===== src/rtl/scytale_decryption_pkg.sv =====
// Shared definitions for the scytale decryptor: default widths, the in-band
// start token and the controller state encoding.
package scytale_decryption_pkg;

  localparam int         D_WIDTH_DEF     = 8;
  localparam int         KEY_WIDTH_DEF   = 8;
  localparam logic [7:0] START_TOKEN_DEF = 8'hFA;

  typedef enum logic [1:0] {
    IDLE    = 2'd0,
    DECRYPT = 2'd1,
    DONE    = 2'd2
  } state_e;

endpackage


===== src/rtl/scytale_decryption_char_buffer.sv =====
// Ciphertext character store: one synchronous write port and one registered
// read port. Contents are deliberately not reset.
module scytale_char_buffer #(
  parameter int DEPTH   = 50,
  parameter int D_WIDTH = 8,
  parameter int ADDR_W  = 6
) (
  input  logic              clk,
  input  logic              wr_en,
  input  logic [ADDR_W-1:0] wr_addr,
  input  logic [D_WIDTH-1:0] wr_data,
  input  logic              rd_en,
  input  logic [ADDR_W-1:0] rd_addr,
  output logic [D_WIDTH-1:0] rd_data
);

  logic [D_WIDTH-1:0] mem_q [DEPTH];
  logic [D_WIDTH-1:0] rd_data_q;

  always_ff @(posedge clk) begin
    if (wr_en) begin
      mem_q[wr_addr] <= wr_data;
    end
    if (rd_en) begin
      rd_data_q <= mem_q[rd_addr];
    end
  end

  assign rd_data = rd_data_q;

endmodule


===== src/rtl/scytale_decryption.sv =====
// Scytale decryptor: collects ciphertext until the start token, then re-reads
// the buffer column-major and streams plaintext one character per cycle.
module scytale_decryption
  import scytale_decryption_pkg::*;
#(
  parameter int                 D_WIDTH                = D_WIDTH_DEF,
  parameter int                 KEY_WIDTH              = KEY_WIDTH_DEF,
  parameter int                 MAX_NOF_CHARS          = 50,
  parameter logic [D_WIDTH-1:0] START_DECRYPTION_TOKEN = D_WIDTH'(START_TOKEN_DEF)
) (
  input  logic                 clk,
  input  logic                 rst_n,
  input  logic [D_WIDTH-1:0]   data_i,
  input  logic                 valid_i,
  input  logic [KEY_WIDTH-1:0] key_N,
  input  logic [KEY_WIDTH-1:0] key_M,
  output logic [D_WIDTH-1:0]   data_o,
  output logic                 valid_o,
  output logic                 busy
);

  localparam int CNT_W  = $clog2(MAX_NOF_CHARS + 1);
  localparam int ADDR_W = $clog2(MAX_NOF_CHARS);
  localparam int LEN_W  = 2 * KEY_WIDTH;

  state_e               state_q, state_d;
  logic [CNT_W-1:0]     wr_cnt_q, wr_cnt_d;
  logic [KEY_WIDTH-1:0] kn_q, kn_d, km_q, km_d;
  logic [KEY_WIDTH-1:0] r_q, r_d, c_q, c_d;
  logic [LEN_W-1:0]     len_q, len_d;
  logic [LEN_W-1:0]     idx_q, idx_d;
  logic [LEN_W-1:0]     rd_cnt_q, rd_cnt_d;
  logic                 rd_vld_q, rd_vld_d;
  logic [D_WIDTH-1:0]   data_o_q, data_o_d;
  logic                 valid_o_q, valid_o_d;
  logic                 busy_q, busy_d;

  logic                 wr_en, rd_en;
  logic [ADDR_W-1:0]    rd_addr;
  logic [D_WIDTH-1:0]   rd_data;
  logic [LEN_W-1:0]     prod;
  logic                 last_row;

  scytale_char_buffer #(
    .DEPTH   (MAX_NOF_CHARS),
    .D_WIDTH (D_WIDTH),
    .ADDR_W  (ADDR_W)
  ) u_buf (
    .clk     (clk),
    .wr_en   (wr_en),
    .wr_addr (ADDR_W'(wr_cnt_q)),
    .wr_data (data_i),
    .rd_en   (rd_en),
    .rd_addr (rd_addr),
    .rd_data (rd_data)
  );

  always_comb begin
    state_d  = state_q;
    wr_cnt_d = wr_cnt_q;
    kn_d     = kn_q;
    km_d     = km_q;
    r_d      = r_q;
    c_d      = c_q;
    len_d    = len_q;
    idx_d    = idx_q;
    rd_cnt_d = rd_cnt_q;
    wr_en    = 1'b0;
    rd_en    = 1'b0;
    prod     = LEN_W'(key_N) * LEN_W'(key_M);
    last_row = ({1'b0, r_q} + 1'b1) >= {1'b0, km_q};
    // Long keys can walk idx past the buffer end; pin it to the last slot.
    rd_addr  = (idx_q > LEN_W'(MAX_NOF_CHARS - 1)) ? ADDR_W'(MAX_NOF_CHARS - 1)
                                                    : ADDR_W'(idx_q);

    case (state_q)
      IDLE: begin
        if (valid_i) begin
          if (data_i == START_DECRYPTION_TOKEN) begin
            kn_d     = key_N;
            km_d     = key_M;
            len_d    = (prod > LEN_W'(MAX_NOF_CHARS)) ? LEN_W'(MAX_NOF_CHARS) : prod;
            idx_d    = '0;
            r_d      = '0;
            c_d      = '0;
            rd_cnt_d = '0;
            state_d  = DECRYPT;
          end else if (wr_cnt_q < CNT_W'(MAX_NOF_CHARS)) begin
            wr_en    = 1'b1;
            wr_cnt_d = wr_cnt_q + 1'b1;
          end
        end
      end
      DECRYPT: begin
        if (rd_cnt_q < len_q) begin
          rd_en    = 1'b1;
          rd_cnt_d = rd_cnt_q + 1'b1;
          if (!last_row) begin
            idx_d = idx_q + LEN_W'(kn_q);
            r_d   = r_q + 1'b1;
          end else begin
            r_d   = '0;
            c_d   = c_q + 1'b1;
            idx_d = LEN_W'(c_q) + 1'b1;
          end
        end else begin
          // Last read already issued; its data leaves on this edge.
          state_d = DONE;
        end
      end
      DONE: begin
        wr_cnt_d = '0;
        state_d  = IDLE;
      end
      default: state_d = IDLE;
    endcase

    rd_vld_d  = rd_en;
    busy_d    = (state_q == DECRYPT);
    valid_o_d = (state_q == DECRYPT) && rd_vld_q;
    data_o_d  = valid_o_d ? rd_data : '0;
  end

  always_ff @(posedge clk) begin
    if (!rst_n) begin
      state_q   <= IDLE;
      wr_cnt_q  <= '0;
      kn_q      <= '0;
      km_q      <= '0;
      r_q       <= '0;
      c_q       <= '0;
      len_q     <= '0;
      idx_q     <= '0;
      rd_cnt_q  <= '0;
      rd_vld_q  <= 1'b0;
      data_o_q  <= '0;
      valid_o_q <= 1'b0;
      busy_q    <= 1'b0;
    end else begin
      state_q   <= state_d;
      wr_cnt_q  <= wr_cnt_d;
      kn_q      <= kn_d;
      km_q      <= km_d;
      r_q       <= r_d;
      c_q       <= c_d;
      len_q     <= len_d;
      idx_q     <= idx_d;
      rd_cnt_q  <= rd_cnt_d;
      rd_vld_q  <= rd_vld_d;
      data_o_q  <= data_o_d;
      valid_o_q <= valid_o_d;
      busy_q    <= busy_d;
    end
  end

  assign data_o  = data_o_q;
  assign valid_o = valid_o_q;
  assign busy    = busy_q;

endmodule


===== config.mk =====
export PLATFORM = sky130hd
export DESIGN_NAME = scytale_decryption
export DESIGN_NICKNAME = d
export VERILOG_FILES = /design/src/rtl/scytale_decryption_pkg.sv /design/src/rtl/scytale_decryption_char_buffer.sv /design/src/rtl/scytale_decryption.sv
export SDC_FILE = /design/constraint.sdc
export NUM_CORES = 1
export LEC_CHECK = 0
export CAP_MARGIN = 20
export CORE_AREA = 5 5 218 220
export DETAILED_ROUTE_END_ITERATION = 6
export DIE_AREA = 0 0 223 225
export PLACE_DENSITY = 0.76
export REMOVE_ABC_BUFFERS = 1
export SLEW_MARGIN = 20
export SYNTH_ARGS = -nofsm -noshare
export SYNTH_HDL_FRONTEND = slang
export SYNTH_SLANG_ARGS = --single-unit

===== constraint.sdc =====
create_clock -name clk -period 7.5 [get_ports clk]
set_input_delay 1.5 -clock clk [delete_from_list [all_inputs] [get_ports clk]]
set_output_delay 1.5 -clock clk [all_outputs]
set_load 0.01 [all_outputs]

==> results of run 1 <==
registers in the layout, summed over array words and instances, names as in the netlist:
register / cells
u_buf.mem_q: 400
r_q: 8
rd_vld_q: 1
rd_cnt_q: 16
state_q: 2
kn_q: 8
data_o: 8
idx_q: 16
c_q: 8
busy: 1
valid_o: 1
wr_cnt_q: 6
km_q: 8
len_q: 16
u_buf.rd_data: 8
cell families (layout without fill, tap and decap cells):
kind of cell               after synthesis  in the layout  share of synthesized area, %
adders and majority gates              108            108                          6.98
buffers and inverters                  176            229                          3.08
and+or+nand+nor                        634            634                          13.2
AOI/OAI and AO/OA                      327            327                          9.41
muxes                                   93             93                          4.46
xor gates and xnor gates                48             48                          1.80
DFF                                    507            507                          61.0
power by group through the flow:
stage | logic (mW) | clock network [mW] | registers, mW
final | 0.738 | 2.44 | 3.05
after global routing | 0.839 | 2.59 | 3.05
after CTS | 0.736 | 2.47 | 3.05
after detailed placement | 0.729 | 0 | 3.11
after global placement | 0.719 | 0 | 3.11
after floorplan | 0.518 | 0 | 3.11
worst max path at each step:
stage | start | to | slack (ns) | cells after the start
detailed placement | key_N[5] | len_q[4]$_SDFFE_PN0P_ | 0.64 | 17
floorplan | key_N[2] | len_q[1]$_SDFFE_PN0P_ | 1.63 | 16
finish | key_N[0] | len_q[4]$_SDFFE_PN0P_ | 1.20 | 18
global route | key_N[0] | len_q[4]$_SDFFE_PN0P_ | 0.99 | 18
CTS | key_N[5] | len_q[4]$_SDFFE_PN0P_ | 1.24 | 17
global placement | key_N[0] | len_q[4]$_SDFFE_PN0P_ | 0.78 | 18
per-stage QoR:
stage | hold WS (ns) | area (um^2) | utilization, % | instances
floorplan | 0.420 | 22900 | - | 1799
global placement | 0.430 | 24100 | 53.5 | 2454
detailed placement | 0.436 | 24100 | 53.5 | 2454
CTS | 0.445 | 25800 | 57.1 | 2546
global route | 0.467 | 25800 | 57.1 | 2546
finish | 0.442 | 25800 | 57.1 | 2546
cells in the final DEF (no fill, tap or decap), types with 71 or more instances in the layout:
master / instances
inv_1: 81
edfxtp_1: 408
nand2_1: 192
dfxtp_1: 98
nor2_1: 157
a21oi_1: 77
nand3_1: 94
mux2i_1: 77
ha_1: 71
worst max-delay path, delay by kind of cell:
kind            cells  cell delay [ns]
compound gates      3             0.63
fa+ha+maj           5             2.49
buf+inv             4             0.87
simple gates        6             1.27
layer usage:
layer	routed length [um]	share of wire [%]	GRT usage, %
met1	21900	41	28.3
met2	26100	49	35.8
met3	3930	7.4	2.80
met4	1420	2.7	6.34
met5	0	0	0
area by class of cell:
class	count	share of cell area (%)
multi-input cells	1210	32.5
well taps	600	2.91
clock inverters	24	0.855
inverters	82	1.20
clock buffers	68	5.43
flip-flops and latches	507	55.3
repair buffers	55	1.80
==> results.sh, run 1 <==
export IMPL_synth_common_cells="edfxtp_1 (408), nand2_1 (192), nor2_1 (158)"
export IMPL_clockPowerShare_pct=39.2
export IMPL_vias=15300
export IMPL_cts_tree="built"
export IMPL_remaining_drc_errors=0
export IMPL_drive_above_1_share_pct=7.35
export IMPL_cts_root_buffer_cell="clkbuf_16"
export IMPL_finalSetupViolCount=0
export IMPL_worstHoldStart="len_q[10]$_SDFFE_PN0P_"
export IMPL_numPortBuffers=36
export IMPL_critPathMostFrequentCell="fa_1"
export IMPL_ys_top_cells_by_area="edfxtp_1 (53%), dfxtp_1 (8.5%), ha_1 (3.8%), mux2i_1 (3.3%), fa_1 (3.2%)"
export IMPL_min_path_type="reg -> reg"
export IMPL_async_flop_share_pct=0
export IMPL_hold_viol_final=0
export IMPL_power_mw=6.23
export IMPL_period_needed_ns=6.30
export IMPL_status="finished, final reports clean"
export IMPL_die_x_um=223
export IMPL_antenna_found_initial=1
export IMPL_maxCapViolCount=0
export IMPL_wl_per_cell_um=20.9
export IMPL_rr_endpoint="u_buf.rd_data[4]$_DFFE_PP_"
export IMPL_clk_pin_slew_worst_paths_ns=0.06
export IMPL_routed_wl_mm=53.3
export IMPL_via_per_inst=6.00
export IMPL_seq_area_frac_synth_pct=61.0
export IMPL_synthDistinctLibCells=70
export IMPL_clk_latency_ns=0.62
export IMPL_syn_inst=1893
export IMPL_htree_levels=2
export IMPL_p_leak_nw=9.03
export IMPL_clockBufferDepth=3
export IMPL_crit_slowest_cell="clkdlybuf4s50_1"
export IMPL_numCtsBuffers=50
export IMPL_multi_input_area_um2=8390
export IMPL_internal_power_mw=4.70
export IMPL_place_gp_congestion=0.873
export IMPL_drtIter0Drc=1502
export IMPL_tightest_slew_ns=1.09
export IMPL_synth_edff_count=408
export IMPL_start_util_pct=51.7
export IMPL_hold_depth=2
export IMPL_fin_skew_ns=0.0524
export IMPL_p_sw_share_pct=24.5
export IMPL_endpoint_kind="flop"
export IMPL_nets=2041
export IMPL_slew_limit_headroom_pct=26.9
export IMPL_grt_pass1_wl_mm=84.5
export IMPL_rows=78
export IMPL_post_cts_buffers=0
export IMPL_report_final_slew_viol_count=0
export IMPL_rr_startpoint="idx_q[0]$_SDFFE_PN0P_"
export IMPL_fillers=3584
export IMPL_required_ns=7.96
export IMPL_max_freq_mhz=159
export IMPL_final_setup_tns_ns=0
export IMPL_seqCellArea_um2=14200
export IMPL_grtUsageTotal_pct=21.0
export IMPL_power_frac_seq_pct=49.0
export IMPL_overflow=0
export IMPL_crit_chain="clkdlybuf4s50_1 -> nand2_1 -> fa_1 -> fa_1 -> inv_1 -> fa_1 -> inv_1 -> fa_1 -> inv_1 -> ha_1 -> nand2_1 -> o22ai_1 -> or4_1 -> nor3_1 -> nand3_1 -> nor4_1 -> o2111ai_1 -> o221a_2"
export IMPL_fin_ws_ns=1.20
export IMPL_syn_cell_area_um2=23300
export IMPL_core_um2=45100
export IMPL_grt_max_degree=76
export IMPL_yosys_area_top_type="edfxtp_1"
export IMPL_clkSinkCount=507
export IMPL_ir_worst_vdd_mv=0.248
export IMPL_post_cts_resized=0
export IMPL_hold_buffers=0
export IMPL_ant_nets=0
export IMPL_ys_ff_latch=507
export IMPL_finalCritPeriodShare_pct=84.0
export IMPL_syn_to_final_growth_pct=10.5
export IMPL_critPathMaxStageDelay_ns=0.72
export IMPL_crit_fanout=10
export IMPL_rrSetupSlack_ns=3.96
export IMPL_arrival_ns=6.76
export IMPL_die_y_um=225
export IMPL_grt_pass1_vias=15200
export IMPL_synthFlopType="edfxtp_1"
export IMPL_switching_power_mw=1.53
export IMPL_powerDensity_nw_per_um2=242
export IMPL_die_area_um2=50200
export IMPL_reg2regPathDepth=7
export IMPL_synth_top_area_share_pct=52.5
export IMPL_pre_cts_slack_ns=0.643
export IMPL_firstDrtPassIters=5
export IMPL_min_to="len_q[10]$_SDFFE_PN0P_"
export IMPL_rsz0062_at_grt="no"
export IMPL_hpwl_mm=34.0
export IMPL_synth_most_common_cell="edfxtp_1"
export IMPL_boundaryPins=37
export IMPL_yosys_warnings=0
export IMPL_crit_type="in -> reg"
export IMPL_critPathLaunchType="input pin"
export IMPL_comb_power_share_pct=11.8
export IMPL_antenna_cells=0
export IMPL_avgSynthCellArea_um2=12.3
Power figures use the tool's default switching activity.
==> run 2: changes to the inputs <==
==> constraint.sdc (replaced) <==
create_clock -name clk -period 6.46 [get_ports clk]
set_input_delay 1.292 -clock clk [delete_from_list [all_inputs] [get_ports clk]]
set_output_delay 1.292 -clock clk [all_outputs]
set_load 0.01 [all_outputs]
==> run 2 against run 1 <==
Effect of this change: global-route usage rose by 0.16 points; sequential power up 16%; count of clock-buffer cells in the layout is 2 lower; highest routed layer unchanged; non-clock buffer count up 15; largest cell class unchanged; total power is 17% higher.
==> results.sh, run 2 (synthesized netlist as in run 1, its figures left out) <==
export IMPL_status="finished, final reports clean"
export IMPL_grt_pass1_wl_mm=84.9
export IMPL_start_util_pct=51.7
export IMPL_cts_tree="built"
export IMPL_clk_latency_ns=0.59
export IMPL_antenna_found_initial=1
export IMPL_required_ns=6.94
export IMPL_via_per_inst=6.01
export IMPL_final_common_cell="edfxtp_1"
export IMPL_grtUsageTotal_pct=21.2
export IMPL_mostFrequentLayoutCells="edfxtp_1 (408), nand2_1 (192), nor2_1 (157), dfxtp_1 (98), nand3_1 (94)"
export IMPL_hold_slack_ns=0.443
export IMPL_post_cts_buffers=0
export IMPL_ant_nets=0
export IMPL_largest_register_ffs=400
export IMPL_remaining_drc_errors=0
export IMPL_fin_skew_ns=0.0122
export IMPL_final_util_pct=57.4
export IMPL_crit_fanout=10
export IMPL_drtIter0Drc=1338
export IMPL_powerDensity_nw_per_um2=281
export IMPL_drive_above_1_share_pct=7.90
export IMPL_die_y_um=225
export IMPL_numPortBuffers=36
export IMPL_hpwl_mm=34.5
export IMPL_htree_levels=2
export IMPL_place_gp_congestion=0.877
export IMPL_vias=15400
export IMPL_antenna_cells=0
export IMPL_firstDrtPassIters=6
export IMPL_clkSinkCount=507
export IMPL_clk_pin_slew_worst_paths_ns=0.06
export IMPL_tightest_slew_ns=1.10
export IMPL_hold_buffers=0
export IMPL_routed_wl_mm=53.7
export IMPL_rows=78
export IMPL_ir_worst_vdd_mv=0.255
export IMPL_dp_cells=2469
export IMPL_core_um2=45100
export IMPL_grt_max_degree=76
export IMPL_overflow=0
export IMPL_min_path_type="reg -> reg"
export IMPL_grt_pass1_vias=15600
export IMPL_finalCritPeriodShare_pct=91.9
export IMPL_post_cts_resized=0
export IMPL_crit_type="in -> reg"
export IMPL_slew_limit_headroom_pct=26.7
export IMPL_finalSetupViolCount=0
export IMPL_clockBufferDepth=3
export IMPL_boundaryPins=37
export IMPL_endpoint_kind="flop"
export IMPL_report_final_slew_viol_count=0
export IMPL_p_leak_nw=9.10
export IMPL_period_needed_ns=5.94
export IMPL_nets=2055
export IMPL_power_mw=7.28
export IMPL_critPathLaunchType="input pin"
export IMPL_hold_viol_final=0
export IMPL_largest_register="u_buf.mem_q"
export IMPL_syn_to_final_growth_pct=10.9
export IMPL_wl_per_cell_um=21.0
export IMPL_maxCapViolCount=0
export IMPL_max_freq_mhz=168
export IMPL_rsz0062_at_grt="no"
export IMPL_arrival_ns=6.42
export IMPL_cts_root_buffer_cell="clkbuf_16"
export IMPL_die_x_um=223
export IMPL_stdcell_count=2561
export IMPL_die_area_um2=50200
export IMPL_numCtsBuffers=49
## run 2: cell types whose count changed in the layout (fill, tap and decap cells not counted)
cell / previous run / this run
buf_4: 19 / 34
inv_6: 0 / 2
bufinv_16: 2 / 3
clkbuf_1: 10 / 12
clkinv_1: 9 / 10
clkbuf_16: 50 / 53
clkinv_16: 2 / 1
clkinvlp_4: 3 / 2
clkbuf_8: 8 / 1
## run 2: final cells by class
cell class | instances | area, um^2
timing repair buffer | 70 | 576
sequential | 507 | 14200
fill | 3560 | 19200
clock inverter | 26 | 234
clock buffer | 66 | 1390
multi-input combinational | 1210 | 8390
tap | 600 | 751
inverter | 82 | 309
## run 2: layer usage
layer,part of all wire (%),global-route usage (%),vias up,wire length (um)
li1,-,-,7048,-
met1,40,28.4,7618,21700
met2,48,34.9,615,26000
met3,7.6,3.52,113,4100
met4,3.5,8.30,0,1860
met5,0,0,-,0
## run 2: metrics by stage
step / worst slack (ns) / instance area, um^2 / TNS, ns
floorplan: 0.793 / 22900 / 0
global placement: 0.108 / 24300 / 0
detailed placement: -0.0348 / 24300 / -0.0751
CTS: 0.582 / 25900 / 0
global route: 0.137 / 25900 / 0
finish: 0.521 / 25900 / 0
## run 2: worst paths after layout
check	cells past startpoint	slack [ns]	from	end
max	17	0.52	key_N[3]	len_q[4]$_SDFFE_PN0P_
min	2	0.44	len_q[14]$_SDFFE_PN0P_	len_q[14]$_SDFFE_PN0P_
max reg2reg	8	2.88	idx_q[11]$_SDFFE_PN0P_	u_buf.rd_data[4]$_DFFE_PP_
min reg2reg	2	0.44	len_q[14]$_SDFFE_PN0P_	len_q[14]$_SDFFE_PN0P_
## run 2: critical path: stages
cell             delay [ns]
clkdlybuf4s50_1        0.64
and2_1                 0.20
fa_1                   0.45
fa_1                   0.53
fa_1                   0.54
inv_1                  0.05
fa_1                   0.52
inv_1                  0.04
ha_1                   0.40
nand2b_1               0.11
o22ai_1                0.10
or4_1                  0.51
nor3_1                 0.16
nand3_1                0.12
nor4_1                 0.19
o2111ai_1              0.25
o221a_2                0.31
## run 2: power breakdown
part	internal, mW	switching (mW)	total [mW]	leakage, nW
combinational	0.338	0.538	0.875	3.85
sequential	3.54	0.00670	3.54	4.47
clock	1.64	1.22	2.86	0.785
total	5.51	1.77	7.28	9.10
==> run 3: changes to the inputs <==
==> constraint.sdc (replaced) <==
create_clock -name clk -period 7.68 [get_ports clk]
set_input_delay 1.536 -clock clk [delete_from_list [all_inputs] [get_ports clk]]
set_output_delay 1.536 -clock clk [all_outputs]
set_load 0.01 [all_outputs]
==> run 3 against run 2 <==
Effect of this change: global-route usage is 0.12 points lower; final area is 0.21% lower; first-iteration DRC count grew 17%; count of clock-buffer cells in the layout rose by 3; critical path type unchanged; critical endpoint is now len_q[1]$_SDFFE_PN0P_.
==> results.sh, run 3 (synthesized netlist as in run 1, its figures left out) <==
export IMPL_crit_fanout=9
export IMPL_switching_power_mw=1.49
export IMPL_placed_area_um2=24100
export IMPL_reg2regPathDepth=7
export IMPL_p_leak_nw=9.06
export IMPL_antenna_found_initial=1
export IMPL_fin_skew_ns=0.0150
export IMPL_grt_pass1_wl_mm=84.8
export IMPL_stdcell_area_um2=25800
export IMPL_multi_input_area_um2=8390
export IMPL_required_ns=8.15
export IMPL_final_common_cell="edfxtp_1"
export IMPL_power_mw=6.18
export IMPL_tightest_slew_ns=1.08
export IMPL_fin_ws_ns=1.37
export IMPL_rows=78
export IMPL_nets=2042
export IMPL_final_util_pct=57.3
export IMPL_stdcell_count=2550
export IMPL_endpoint_kind="flop"
export IMPL_power_frac_seq_pct=48.2
export IMPL_hold_slack_ns=0.443
export IMPL_comb_power_share_pct=11.7
export IMPL_crit_slowest_cell="clkdlybuf4s50_1"
export IMPL_die_area_um2=50200
export IMPL_slew_limit_headroom_pct=27.8
export IMPL_cp_endpoint="len_q[1]$_SDFFE_PN0P_"
export IMPL_hold_buffers=0
export IMPL_start_util_pct=51.7
export IMPL_powerDensity_nw_per_um2=239
export IMPL_min_path_type="reg -> reg"
export IMPL_hold_viol_final=0
export IMPL_firstDrtPassIters=6
export IMPL_finalSetupViolCount=0
export IMPL_rrSetupSlack_ns=4.07
export IMPL_max_freq_mhz=158
export IMPL_startpoint="key_N[5]"
export IMPL_drive_above_1_share_pct=7.54
export IMPL_grtUsageTotal_pct=21.0
export IMPL_crit_cells=17
export IMPL_maxCapViolCount=0
export IMPL_routed_wl_mm=53.0
export IMPL_post_cts_buffers=0
export IMPL_clockPowerShare_pct=40.1
export IMPL_htree_levels=2
export IMPL_rr_startpoint="idx_q[0]$_SDFFE_PN0P_"
export IMPL_critPathMaxStageDelay_ns=0.59
export IMPL_clockBufferDepth=3
export IMPL_seqCellArea_um2=14200
export IMPL_crit_type="in -> reg"
export IMPL_post_cts_resized=0
export IMPL_clkSinkCount=507
export IMPL_core_um2=45100
export IMPL_overflow=0
export IMPL_critPathLaunchType="input pin"
export IMPL_fillers=3639
export IMPL_period_needed_ns=6.31
export IMPL_boundaryPins=37
export IMPL_die_x_um=223
export IMPL_wl_per_cell_um=20.8
export IMPL_rsz0062_at_grt="no"
export IMPL_vias=15300
export IMPL_place_gp_congestion=0.869
export IMPL_die_y_um=225
export IMPL_ir_worst_vdd_mv=0.215
export IMPL_grt_pass1_vias=15500
export IMPL_antenna_cells=0
export IMPL_cts_root_buffer_cell="clkbuf_16"
export IMPL_final_setup_tns_ns=0
export IMPL_crit_chain="clkdlybuf4s50_1 -> and2_1 -> fa_1 -> fa_1 -> fa_1 -> inv_1 -> fa_1 -> inv_1 -> ha_1 -> a21oi_1 -> o21ai_0 -> a211o_1 -> a31o_2 -> a21oi_1 -> xnor2_1 -> o2111ai_1 -> o221a_2"
export IMPL_report_final_slew_viol_count=0
export IMPL_dp_cells=2454
export IMPL_drtIter0Drc=1567
export IMPL_largest_register="u_buf.mem_q"
export IMPL_crit_family="adder cells"
export IMPL_mostFrequentLayoutCells="edfxtp_1 (408), nand2_1 (192), nor2_1 (157), dfxtp_1 (98), nand3_1 (94)"
export IMPL_critPathMostFrequentCell="fa_1"
export IMPL_clk_latency_ns=0.58
export IMPL_rr_endpoint="u_buf.rd_data[7]$_DFFE_PP_"
export IMPL_crit_buf_inv=3
export IMPL_hpwl_mm=34.0
export IMPL_clk_pin_slew_worst_paths_ns=0.06
export IMPL_numPortBuffers=36
export IMPL_numCtsBuffers=51
export IMPL_largest_register_ffs=400
export IMPL_p_sw_share_pct=24.1
export IMPL_cts_tree="built"
export IMPL_ant_nets=0
export IMPL_status="finished, final reports clean"
export IMPL_internal_power_mw=4.69
export IMPL_via_per_inst=6.02
export IMPL_finalCritPeriodShare_pct=82.2
export IMPL_remaining_drc_errors=0
export IMPL_pre_cts_slack_ns=0.797
export IMPL_syn_to_final_growth_pct=10.7
export IMPL_arrival_ns=6.78
export IMPL_grt_max_degree=76
[run 3: cell count changes in the layout (fill, tap and decap cells not counted), sizes merged]
cell | before | now
buf | 42 | 27
clkbuf | 66 | 69
clkinv | 20 | 17
bufinv | 3 | 5
clkinvlp | 2 | 4
[run 3: per-layer routing]
metal	GRT usage (%)	wire (um)
met1	27.1	21300
met2	35.7	25900
met3	4.51	4120
met4	7.11	1660
met5	0	0
[run 3: area by class of cell]
class,instances,area share [%]
clock buffer,69,5.40
clock inverter,27,1.09
inverter,82,1.20
multi-input combinational,1210,32.5
sequential,507,55.1
tap,600,2.91
timing repair buffer,55,1.79
[run 3: how the worst min path moves through the flow]
| stage | startpoint | depth (start not counted) | endpoint | slack [ns] |
|---|---|---|---|---|
| after floorplan | u_buf.rd_data[0]$_DFFE_PP_ | 1 | data_o[0]$_SDFF_PN0_ | 0.42 |
| after global placement | len_q[6]$_SDFFE_PN0P_ | 2 | len_q[6]$_SDFFE_PN0P_ | 0.43 |
| after detailed placement | len_q[10]$_SDFFE_PN0P_ | 2 | len_q[10]$_SDFFE_PN0P_ | 0.44 |
| after CTS | len_q[10]$_SDFFE_PN0P_ | 2 | len_q[10]$_SDFFE_PN0P_ | 0.44 |
| after global routing | len_q[11]$_SDFFE_PN0P_ | 2 | len_q[11]$_SDFFE_PN0P_ | 0.48 |
| final | len_q[10]$_SDFFE_PN0P_ | 2 | len_q[10]$_SDFFE_PN0P_ | 0.44 |
[run 3: power by group through the flow]
| stage | combinational, mW | sequential [mW] | clock [mW] |
|---|---|---|---|
| after floorplan | 0.506 | 3.04 | 0 |
| after global placement | 0.702 | 3.04 | 0 |
| after detailed placement | 0.713 | 3.04 | 0 |
| after CTS | 0.720 | 2.98 | 2.51 |
| after global routing | 0.824 | 2.98 | 2.63 |
| final | 0.723 | 2.98 | 2.48 |
[run 3: tightest hold or removal path, stage by stage, from the launching register on]
cell     delay, ns
dfxtp_1       0.30
inv_1         0.06
nor2_1        0.04
